===== config.mk =====
export PLATFORM = sky130hd
export DESIGN_NAME = mem_dbus_req
export DESIGN_NICKNAME = d
export VERILOG_FILES = /design/src/rtl/mem_dbus_req.sv
export SDC_FILE = /design/constraint.sdc
export NUM_CORES = 1
export LEC_CHECK = 0
export CAP_MARGIN = 10
export CORE_AREA = 2 2 97 99
export CTS_BUF_LIST = sky130_fd_sc_hd__clkbuf_4 sky130_fd_sc_hd__clkbuf_8 sky130_fd_sc_hd__clkbuf_16
export DETAILED_ROUTE_END_ITERATION = 8
export DIE_AREA = 0 0 99 101
export PLACE_DENSITY = 0.79
export SETUP_SLACK_MARGIN = 0.3
export SLEW_MARGIN = 10
export SYNTH_ARGS = -nofsm -noshare
export SYNTH_HDL_FRONTEND = slang
export SYNTH_SLANG_ARGS = --single-unit

===== constraint.sdc =====
create_clock -name clk -period 2.4 [get_ports clk]
set_input_delay 0.48 -clock clk [delete_from_list [all_inputs] [get_ports clk]]
set_output_delay 0.48 -clock clk [all_outputs]
set_load 0.02 [all_outputs]

===== src/rtl/mem_dbus_req.sv =====
// MEM-stage data-bus request controller: issues one handshaked load/store request
// per memory instruction, aligns store data, and filters responses to flushed requests.
module mem_dbus_req #(
  parameter int MAX_OUTSTANDING = 2
) (
  input  logic        clk,
  input  logic        resetn,
  input  logic        mem_valid,
  input  logic [2:0]  mem_load_type,
  input  logic [1:0]  mem_store_type,
  input  logic [31:0] mem_addr,
  input  logic [31:0] mem_store_data,
  input  logic        mem_flush,
  input  logic        mem2_allow_in,
  output logic        dbus_req,
  output logic        dbus_wr,
  output logic [31:0] dbus_addr,
  output logic [3:0]  dbus_wstrb,
  output logic [31:0] dbus_wdata,
  input  logic        dbus_addr_ok,
  input  logic        dbus_data_ok,
  output logic        mem2_data_ok,
  output logic        mem_adel,
  output logic        mem_ades,
  output logic        mem_stall,
  output logic        mem_req_done
);

  typedef enum logic [1:0] {IDLE, REQ, HOLD, CANCEL} state_t;

  localparam logic [1:0] MAX_CNT = 2'(MAX_OUTSTANDING);

  state_t      state, state_nxt;
  logic [1:0]  out_cnt, disc_cnt;
  logic        is_load, is_store, is_op;
  logic        half_ld, word_ld, half_st, word_st;
  logic        op_go, accept, discard, disc_dec;
  logic [3:0]  wstrb_nxt;
  logic [31:0] wdata_nxt;

  // A load type wins when both a load and a store type are presented.
  assign is_load  = mem_valid && (mem_load_type inside {[3'd1:3'd5]});
  assign is_store = mem_valid && !is_load && (mem_store_type != 2'd0);
  assign is_op    = is_load || is_store;

  assign half_ld = is_load && (mem_load_type == 3'd3 || mem_load_type == 3'd4);
  assign word_ld = is_load && (mem_load_type == 3'd5);
  assign half_st = is_store && (mem_store_type == 2'd2);
  assign word_st = is_store && (mem_store_type == 2'd3);

  assign mem_adel = (half_ld && mem_addr[0]) || (word_ld && (mem_addr[1:0] != 2'b00));
  assign mem_ades = (half_st && mem_addr[0]) || (word_st && (mem_addr[1:0] != 2'b00));

  assign op_go  = is_op && !mem_adel && !mem_ades && !mem_flush &&
                  (state == IDLE) && (out_cnt < MAX_CNT);
  assign accept = dbus_req && dbus_addr_ok;

  // NOTE: every signal assigned in a combinational block gets a default first,
  // otherwise an unassigned path infers a latch.
  always_comb begin
    wstrb_nxt = 4'b0000;
    wdata_nxt = 32'b0;
    if (is_store) begin
      case (mem_store_type)
        2'd1: begin
          wstrb_nxt = 4'b0001 << mem_addr[1:0];
          wdata_nxt = {4{mem_store_data[7:0]}};
        end
        2'd2: begin
          wstrb_nxt = mem_addr[1] ? 4'b1100 : 4'b0011;
          wdata_nxt = {2{mem_store_data[15:0]}};
        end
        default: begin
          wstrb_nxt = 4'b1111;
          wdata_nxt = mem_store_data;
        end
      endcase
    end
  end

  // NOTE: sequential state uses non-blocking assignments so every register
  // samples pre-edge values regardless of block ordering.
  always_ff @(posedge clk or negedge resetn) begin
    if (!resetn) state <= IDLE;
    else         state <= state_nxt;
  end

  always_comb begin
    state_nxt = state;
    case (state)
      IDLE:    if (op_go) state_nxt = REQ;
      REQ: begin
        if (dbus_addr_ok)   state_nxt = (mem_flush || mem2_allow_in) ? IDLE : HOLD;
        else if (mem_flush) state_nxt = CANCEL;
      end
      HOLD:    if (mem_flush || mem2_allow_in) state_nxt = IDLE;
      CANCEL:  if (dbus_addr_ok) state_nxt = IDLE;
      default: state_nxt = IDLE;
    endcase
  end

  // A request is never withdrawn before addr_ok, so CANCEL keeps dbus_req high.
  always_comb begin
    dbus_req     = 1'b0;
    mem_req_done = 1'b0;
    discard      = 1'b0;
    case (state)
      REQ: begin
        dbus_req = 1'b1;
        if (dbus_addr_ok) begin
          if (mem_flush)          discard      = 1'b1;
          else if (mem2_allow_in) mem_req_done = 1'b1;
        end
      end
      HOLD: begin
        if (mem_flush)          discard      = 1'b1;
        else if (mem2_allow_in) mem_req_done = 1'b1;
      end
      CANCEL: begin
        dbus_req = 1'b1;
        discard  = dbus_addr_ok;
      end
      default: ;
    endcase
  end

  assign mem_stall = !mem_flush && !mem_adel && !mem_ades && is_op &&
                     !mem_req_done && (state != CANCEL);

  always_ff @(posedge clk or negedge resetn) begin
    if (!resetn) begin
      dbus_wr    <= 1'b0;
      dbus_addr  <= 32'b0;
      dbus_wstrb <= 4'b0000;
      dbus_wdata <= 32'b0;
    end else if (op_go) begin
      dbus_wr    <= is_store;
      dbus_addr  <= mem_addr;
      dbus_wstrb <= wstrb_nxt;
      dbus_wdata <= wdata_nxt;
    end
  end

  // Discards are oldest-first in the response stream; a same-cycle data_ok
  // belongs to an older request, so the discard count is read before it grows.
  assign disc_dec     = dbus_data_ok && (disc_cnt != 2'd0);
  assign mem2_data_ok = dbus_data_ok && (disc_cnt == 2'd0);

  always_ff @(posedge clk or negedge resetn) begin
    if (!resetn) begin
      out_cnt  <= 2'd0;
      disc_cnt <= 2'd0;
    end else begin
      case ({accept, dbus_data_ok})
        2'b10:   out_cnt <= out_cnt + 2'd1;
        2'b01:   out_cnt <= out_cnt - 2'd1;
        default: ;
      endcase
      disc_cnt <= disc_cnt + 2'(discard) - 2'(disc_dec);
    end
  end

  assert property (@(posedge clk) disable iff (!resetn) !(dbus_data_ok && out_cnt == 2'd0));

endmodule


== Yosys cells after proc, flatten, opt, wreduce, memory -nomap -nowiden ==
Index checks and enable logic that the tools add are counted.

* $lt $le $gt $ge: 3
* Reductions and logical operators: 43
* Mux-type cells: 21
* Add/sub/neg operators: 4
* Equal/unequal tests: 16
* Shift-type cells: 1

{| class="wikitable"
|+ Operators by type and width
! kind !! count
|-
| 32-bit case mux with 2 select lines || 1
|-
| 32-bit two-way mux || 1
|-
| 1-bit logical AND || 25
|-
| 2-bit two-way mux || 6
|-
| 2-bit equality test (second input constant) || 5
|-
| 4-bit two-way mux || 2
|-
| 2-bit != test (second input constant) || 4
|-
| 2-bit case mux with 4 select lines || 1
|-
| 4-bit case mux with 2 select lines || 1
|-
| 2-bit nonzero test || 4
|-
| 2-bit by 1-bit equality test with 1-bit output (second input constant) || 3
|-
| 3-bit equality test (second input constant) || 2
|-
| 1-bit two-way mux || 6
|-
| 1-bit logical NOT || 5
|-
| 1-bit logical OR || 5
|-
| 2-bit logical NOT || 2
|-
| 2-bit case mux with 2 select lines || 1
|-
| 4-bit AND reduction || 1
|-
| 1-bit by 2-bit left shift with 4-bit output (first input constant) || 1
|-
| 3-bit by 2-bit equality test with 1-bit output (second input constant) || 1
|-
| 3-bit by 1-bit >= comparator with 1-bit output (second input constant) || 1
|-
| 3-bit less-or-equal comparator (second input constant) || 1
|-
| 3-bit != test (second input constant) || 1
|-
| 1-bit case mux with 3 select lines || 1
|-
| other kinds (7) || 7
|}

* Word-level logic and storage cells: 95
* Output and inout port bits: 75
* Register bits: 75
* Input bits: 76

== Depth between registers and ports, before layout ==
Gate-level depths: netlist (run 1).

* Word-level depth: 16
* Mapped depth: 10
* Mapped depth without buffers: 10

== Worst setup path before layout (run 1) ==
No wires, ideal clock.

* Path type: input port to flip-flop
* Start point: input port mem_load_type[2]
* End point: register dbus_wdata[10]
* Path buffers: 2
* Setup time: 0.128 ns
* Data arrival time: 2.124 ns
* Path slack: 0.148 ns
* Stages: 7
* Path through: or3_1 a211o_1 buf_6 or2_4 nand3_4 buf_8 mux2_1

* Word-level cells in the longest chain between the ends: 14
* Elaborated cells between the ends (all ways): 30
* Those cells by class: order compare (2); eq/ne (3); mux (1); reduce/logical (24)

{| class="wikitable"
|+ Ends and longest elaborated chain
! element !! RTL line !! text
|-
| start: declaration || 9 || <nowiki>input logic [2:0] mem_load_type,</nowiki>
|-
| 3-bit by 1-bit >= comparator with 1-bit output or 3-bit less-or-equal comparator (tied branches) || 42 || <nowiki>assign is_load = mem_valid && (mem_load_type inside {[3'd1:3'd5]});</nowiki>
|-
| 1-bit logical AND (2 in series) || 42 ||
|-
| 1-bit logical NOT || 43 || <nowiki>assign is_store = mem_valid && !is_load && (mem_store_type != 2'd0);</nowiki>
|-
| 1-bit logical AND (2 in series) || 43 ||
|-
| 1-bit logical AND, on equally long branches || 48, 49 ||
|-
| 1-bit logical AND || 52 || <nowiki>assign mem_ades = (half_st && mem_addr[0]) || (word_st && (mem_addr[1:0] != 2'b00));</nowiki>
|-
| 1-bit logical OR || 52 ||
|-
| 1-bit logical NOT || 54 || <nowiki>assign op_go = is_op && !mem_adel && !mem_ades && !mem_flush &&</nowiki>
|-
| 1-bit logical AND (3 in series) || 54 ||
|-
| 1-bit logical AND || 55 || <nowiki>(state == IDLE) && (out_cnt < MAX_CNT);</nowiki>
|-
| end signal: assignment || 140 || <nowiki>dbus_wdata <= wdata_nxt;</nowiki>
|-
| end: declaration || 19 || <nowiki>output logic [31:0] dbus_wdata,</nowiki>
|}

Parallel ways exist; a longest one is shown, timed or not.
A chain may end at the register's enable or synchronous reset.

== Worst setup path after layout (run 1) ==
* Start point: input port mem_load_type[0]
* End point: register dbus_addr[0]

* Word-level cells in the longest chain between the ends: 14
* Elaborated cells between the ends (all ways): 29
* Those cells by class: order compare (2); eq/ne (3); reduce/logical (24)

{| class="wikitable"
|+ Ends and longest elaborated chain
! element !! RTL line !! text
|-
| 3-bit by 1-bit >= comparator with 1-bit output or 3-bit less-or-equal comparator (tied branches) || 42 ||
|-
| 1-bit logical AND (2 in series) || 42 ||
|-
| 1-bit logical NOT || 43 ||
|-
| 1-bit logical AND (2 in series) || 43 ||
|-
| 1-bit logical AND, on equally long branches || 48, 49 ||
|-
| 1-bit logical AND || 52 ||
|-
| 1-bit logical OR || 52 ||
|-
| 1-bit logical NOT || 54 ||
|-
| 1-bit logical AND * (3 in series) || 54 ||
|-
| 1-bit logical AND * || 55 ||
|-
| end signal: assignment || 138 || <nowiki>dbus_addr <= mem_addr;</nowiki>
|-
| end: declaration || 17 || <nowiki>output logic [31:0] dbus_addr,</nowiki>
|}

Every way passes the cells marked *; elsewhere a longest branch is shown, timed or not.

==> results.ini, run 1 <==
[sta]
hold_ws_ns = 0.136
clock.fmax_mhz = 443
worst_pin_slew_ns = 0.403
finalHoldViolCount = 0
setup_violations = 0
skew_ns = 0.0118
timing.final.ws_setup_ns = 0.144
maxSlewHeadroom_pct = 73.1
finalCritPeriodShare_pct = 94.0
finalCriticalPeriod_ns = 2.26
tns_ns = 0
rsz0062_at_grt = true
slew_violations = 0

[floorplanning]
fp.dieH_um = 101
num_rows = 35
io_pins = 151
dieArea_mm2 = 0.0100
core_area_mm2 = 0.00898
dieWidth_um = 99
start_util_pct = 42.5

[clocking]
clk_pin_slew_ns = 0.09
clkLatencyLatePin_ns = 0.33
cts_buffer_depth = 2
cts_buffers = 9
cts.sinks = 75
cts_tree = yes
htreeDepth = 3
cts_root_buffer = clkbuf_8

[layout]
final_common_cell = clkdlybuf4s50_1
utilization_pct = 68.4
syn_to_final_growth_pct = 61.0
drive_gt1_share_pct = 28.8
instances_no_fill = 604
insertedDiodeCount = 0
final_nets = 575
final_cell_mix = clkdlybuf4s50_1, dfrtp_1, mux2_4, buf_4, nand2_1

[yosys]
synthSimpleGateAreaFrac_pct = 8.23
synth_top_family_by_area = multiplexers
synth_compound_area_share_pct = 13.7
ys_async_sr_fraction_pct = 100
postSynthNetCount = 390
yosysSeqAreaShare_pct = 49.2
syn_inst = 303
synth.distinct_cells = 41
yosys_warnings = 0
muxShareOfSynthArea_pct = 18.7
synth_area_mm2 = 0.00381
synth_edf_count = 0
synth-xor-area-share_pct = 1.15
synth_flop_cell = dfrtp_1
yosys_register_bits = 75
avgSynthCellArea_um2 = 12.6
synth_fa_ha_area_share_pct = 3.61

[routing]
first_iter_violations = 81
vias = 3142
detail-route-antenna-nets = 0
wl_per_cell_um = 18.8
drt_pass1_iterations = 4
via_per_inst = 5.20
post-route-drc-count = 0
drt-total-wl_mm = 11.3

[status]
status = finished clean

[placed_design]
dp_hpwl_mm = 7.39
numPortBuffers = 150
pre_cts_slack_ns = -0.599
placed_cells = 567
globalplace.congestion = 0.860

[grt]
track_usage_pct = 22.9
grt_pass1_vias = 3411
grt_max_degree = 76
grt_first_pass_wirelength_mm = 17.8
antenna_found_initial = 0
grt.overflow.total = 0

[worst_setup_path]
cp_max_fo = 6
cp_data_arrival_time_ns = 2.48
critPathKind = input port to flop
cp-end-kind = flop
crit_required_ns = 2.63
crit_path_start_kind = input port

[power]
p_leak_uw = 0.00285
irDropWorstVdd_uv = 550
power_density_mw_per_mm2 = 981

[flow_run]
drv_cap = 0

[hold_path]
min_path_type = input port to async pin

final cells by class:
cell class | instances | area (µm²)
flip-flops and latches | 75 | 1880
well taps | 111 | 139
repair buffers | 193 | 2070
clock inverters | 6 | 63.8
clock buffers | 10 | 138
inverters | 12 | 45.0
fillers | 662 | 2840
multi-input cells | 197 | 1810
synthesized netlist by cell type (7+ instances only):
library cell | number | area share [%]
o21ai_0 | 8 | 1.0
a22o_1 | 12 | 2.8
nor2b_1 | 8 | 1.3
inv_1 | 12 | 1.2
mux2_4 | 40 | 16
nor2_1 | 19 | 1.9
nand2_1 | 24 | 2.4
o2bb2ai_1 | 8 | 1.8
clkbuf_1 | 9 | 0.89
ha_1 | 11 | 3.6
a21oi_1 | 7 | 0.92
mux2_1 | 7 | 2.1
a311oi_1 | 16 | 3.7
a31oi_1 | 9 | 1.5
dfrtp_1 | 75 | 49
what timing repair did:
action                                  4_1_cts  5_1_grt
hold buffers                                  0        0
pin swaps                                     9        8
endpoints found under the hold margin         0        0
endpoints found under the setup margin       77       75
gates cloned                                  6        1
buffers inserted                             12        2
resized for setup                            71       25
layer usage:
| metal | up-vias | wire [µm] | GRT usage (%) |
|---|---|---|---|
| met5 | - | 0 | 0 |
| met4 | 0 | 130 | 6.53 |
| met3 | 12 | 624 | 4.44 |
| met2 | 112 | 5780 | 40.5 |
| met1 | 1554 | 4810 | 28.7 |
| li1 | 1464 | - | - |
sequential cells by signal, summed over array words and instances (netlist names):
register / flops
disc_cnt: 2
dbus_wdata: 32
dbus_wr: 1
dbus_wstrb: 4
dbus_addr: 32
out_cnt: 2
state: 2
metrics by stage:
step,area (µm²),total power (µW)
finish,6140,6020
global placement,5520,4700
detailed placement,5520,4790
floorplan,3820,3530
global route,6140,6340
CTS,6050,5950
power breakdown:
| part | switching, µW | internal (µW) |
|---|---|---|
| combinational | 1300 | 1700 |
| sequential | 289 | 1720 |
| clock | 501 | 510 |
| total | 2090 | 3930 |
worst paths after layout:
| path | from | endpoint | slack [ns] | cells past startpoint |
|---|---|---|---|---|
| min in group clk | out_cnt[1] | out_cnt[1] | 0.49 | 1 |
| min reg2reg | out_cnt[1] | out_cnt[1] | 0.49 | 1 |
| max in group asynchronous | resetn | dbus_wdata[16] | 1.93 | 2 |
| max reg2reg | state[0] | dbus_addr[0] | 0.33 | 9 |
| max | mem_load_type[0] | dbus_addr[0] | 0.14 | 13 |
| min | resetn | dbus_addr[14] | 0.14 | 2 |
worst max-delay path: stages:
cell and delay (ns):
buf_8 0.10, buf_6 0.10, a21oi_2 0.12, o21ai_2 0.10, a2111oi_4 0.35, buf_4 0.17
buf_6 0.08, buf_6 0.09, nand3_4 0.16, buf_12 0.19, buf_12 0.12, buf_16 0.13
mux2_4 0.29
cell families after synthesis:
kind of cell             after synthesis
AND/OR/NAND/NOR                       64
adder cells (fa/ha/maj)               11
buffers and inverters                 31
AO/OA/AOI/OAI                         67
multiplexers                          50
XOR/XNOR                               5
flip-flops                            75
Note: power is estimated with default switching activity, not from simulation.
==> run 2: changes to the inputs <==
--- a/config.mk
+++ b/config.mk
@@ -6,12 +6,15 @@
 export NUM_CORES = 1
 export LEC_CHECK = 0
 export CAP_MARGIN = 10
-export CORE_AREA = 2 2 97 99
+export CELL_PAD_IN_SITES_DETAIL_PLACEMENT = 0
+export CELL_PAD_IN_SITES_GLOBAL_PLACEMENT = 1
+export CORE_AREA = 2 2 109 111
 export CTS_BUF_LIST = sky130_fd_sc_hd__clkbuf_4 sky130_fd_sc_hd__clkbuf_8 sky130_fd_sc_hd__clkbuf_16
 export DETAILED_ROUTE_END_ITERATION = 8
-export DIE_AREA = 0 0 99 101
-export PLACE_DENSITY = 0.79
+export DIE_AREA = 0 0 111 113
+export PLACE_DENSITY = 0.89
 export SETUP_SLACK_MARGIN = 0.3
+export SKIP_LAST_GASP = 1
 export SLEW_MARGIN = 10
 export SYNTH_ARGS = -nofsm -noshare
 export SYNTH_HDL_FRONTEND = slang
==> results.ini, run 2 (same netlist as run 1, synthesis figures left out) <==
[clocking]
cts.sinks = 75  ; unchanged
cts_tree = yes
clk_pin_slew_ns = 0.06  ; -0.03 ns
cts_buffers = 9  ; unchanged
clkLatencyLatePin_ns = 0.33  ; about the same
cts_root_buffer = clkbuf_16
ctsHoldBuffers = 0  ; unchanged
cts_buffer_depth = 2  ; unchanged
htreeDepth = 3  ; unchanged

[sta]
clock.fmax_mhz = 442  ; -0.35%
finalCritPeriodShare_pct = 94.3  ; +0.33 points
skew_ns = 0.00541  ; -0.00641 ns
finalCriticalPeriod_ns = 2.26  ; +0.00795 ns
maxSlewHeadroom_pct = 69.7  ; -3.4 points
timing.final.ws_setup_ns = 0.136  ; -0.00795 ns
slew_violations = 0  ; unchanged
setup_violations = 0  ; unchanged
worst_pin_slew_ns = 0.454  ; +0.0509 ns
rsz0062_at_grt = true
finalHoldViolCount = 0  ; unchanged

[worst_setup_path]
cpMostUsedCell = buf_6
crit_chain = buf_8 > or3_4 > a211o_1 > or2_4 > buf_6 > buf_6 > nand3_4 > buf_6 > clkbuf_16 > mux2_4
crit_required_ns = 2.61  ; -0.02 ns
cp_data_arrival_time_ns = 2.47  ; about the same
crit_slowest_cell = or3_4
cpPeakStageDelay_ns = 0.38  ; +0.03 ns
cp_max_fo = 6  ; unchanged
critPathKind = input port to flop
cp-end-kind = flop
crit_path_start_kind = input port

[power]
total_power_uw = 6560  ; +9.0%
power_density_mw_per_mm2 = 1030  ; +4.9%
irDropWorstVdd_uv = 549  ; -0.22%
p_leak_uw = 0.00291  ; +2.2%

[routing]
drt-total-wl_mm = 10.9  ; -3.6%
drt_pass1_iterations = 4  ; unchanged
first_iter_violations = 135  ; +67%
vias = 3101  ; -1.3%
post-route-drc-count = 0  ; unchanged
wl_per_cell_um = 17.2  ; -8.4%
via_per_inst = 4.88  ; -6.3%
detail-route-antenna-nets = 0  ; unchanged

[floorplanning]
io_pins = 151  ; unchanged
dieWidth_um = 111  ; +12%
start_util_pct = 33.8  ; -8.7 points
num_rows = 39  ; +11%
core_area_mm2 = 0.0113  ; +26%
dieArea_mm2 = 0.0125  ; +25%
fp.dieH_um = 113  ; +12%

[grt]
grt_max_degree = 44  ; -42%
track_usage_pct = 18.0  ; -5.0 points
grt.overflow.total = 0  ; unchanged
antenna_found_initial = 0  ; unchanged
grt_pass1_vias = 3254  ; -4.6%
grt_first_pass_wirelength_mm = 17.8  ; -0.31%

[layout]
instances_no_fill = 636  ; +5.3%
postLayoutCellArea_mm2 = 0.00638  ; +3.9%
syn_to_final_growth_pct = 67.3
reg_top3 = dbus_addr: 32 flops, dbus_wdata: 32 flops, dbus_wstrb: 4 flops
insertedDiodeCount = 0  ; unchanged
final_cell_mix = clkdlybuf4s50_1, dfrtp_1, mux2_4, nand2_1, buf_4
multi_input_area_mm2 = 0.00187  ; +3.3%
drive_gt1_share_pct = 30.2  ; +1.4 points
seq_area_mm2 = 0.00188  ; unchanged
final_common_cell = clkdlybuf4s50_1
n_fill_cell = 919  ; +39%
final_nets = 576  ; +0.17%
utilization_pct = 56.6  ; -12 points

[placed_design]
dp_hpwl_mm = 7.67  ; +3.7%
pre_cts_slack_ns = -0.657  ; -0.0572 ns
placed_area_mm2 = 0.00560  ; +1.4%
placed_cells = 602  ; +6.2%
globalplace.congestion = 0.848  ; -1.4%
numPortBuffers = 150  ; unchanged

[hold_path]
min_path_type = input port to async pin

[status]
status = finished clean

[flow_run]
drv_cap = 0  ; unchanged

run 2: metrics by stage:
step | hold slack [ns] | TNS, ns
finish | 0.0972 | 0
detailed placement | 0.458 | -26.87
floorplan | 0.184 | 0
global placement | 0.457 | -25.19
CTS | 0.107 | 0
global route | 0.122 | 0
run 2: final timing paths:
path | from | endpoint | slack (ns) | cells past startpoint
max in group asynchronous | resetn | dbus_addr[15] | 1.71 | 2
worst max register to register | state[0] | dbus_addr[15] | 0.46 | 8
worst min register to register | out_cnt[1] | out_cnt[1] | 0.49 | 1
worst min-delay path | resetn | dbus_addr[28] | 0.1 | 1
min in group clk | out_cnt[1] | out_cnt[1] | 0.49 | 1
worst max-delay path | mem_load_type[0] | dbus_addr[15] | 0.14 | 10
run 2: report_power, final:
group	leakage [µW]	internal [µW]	total (µW)	switching [µW]
Combinational	0.00177	1700	2970	1270
Sequential	0.000970	1730	2030	298
Clock	0.000168	1070	1570	504
Total	0.00291	4490	6560	2070
run 2: final cells by class:
class	count	share of cell area [%]
inverters	12	0.706
clock buffers	11	3.96
repair buffers	194	32.2
well taps	143	2.80
clock inverters	4	1.53
multi-input cells	197	29.3
flip-flops and latches	75	29.4
run 2: metal layers:
metal  wire length [µm]  global-route usage, %  vias up  share of wire (%)
met3                639                   5.14       10                5.8
met4                114                   4.75        0                1.0
met1               4760                   22.8     1523                 44
li1                   -                      -     1465                  -
met2               5420                   30.3      103                 50
met5                  0                      0        -                  0
run 2: what timing repair did:
item                                    CTS  global route
cloned                                    4             1
buffers inserted                         12             2
endpoints found under the setup margin   77            76
pin swaps                                 9            13
gates resized for setup                  82            26
run 2: critical path, delay by kind of cell:
family	cells	cell delay (ns)
compound gates	1	0.28
simple gates	3	0.80
buf+inv	5	0.63
mux	1	0.29
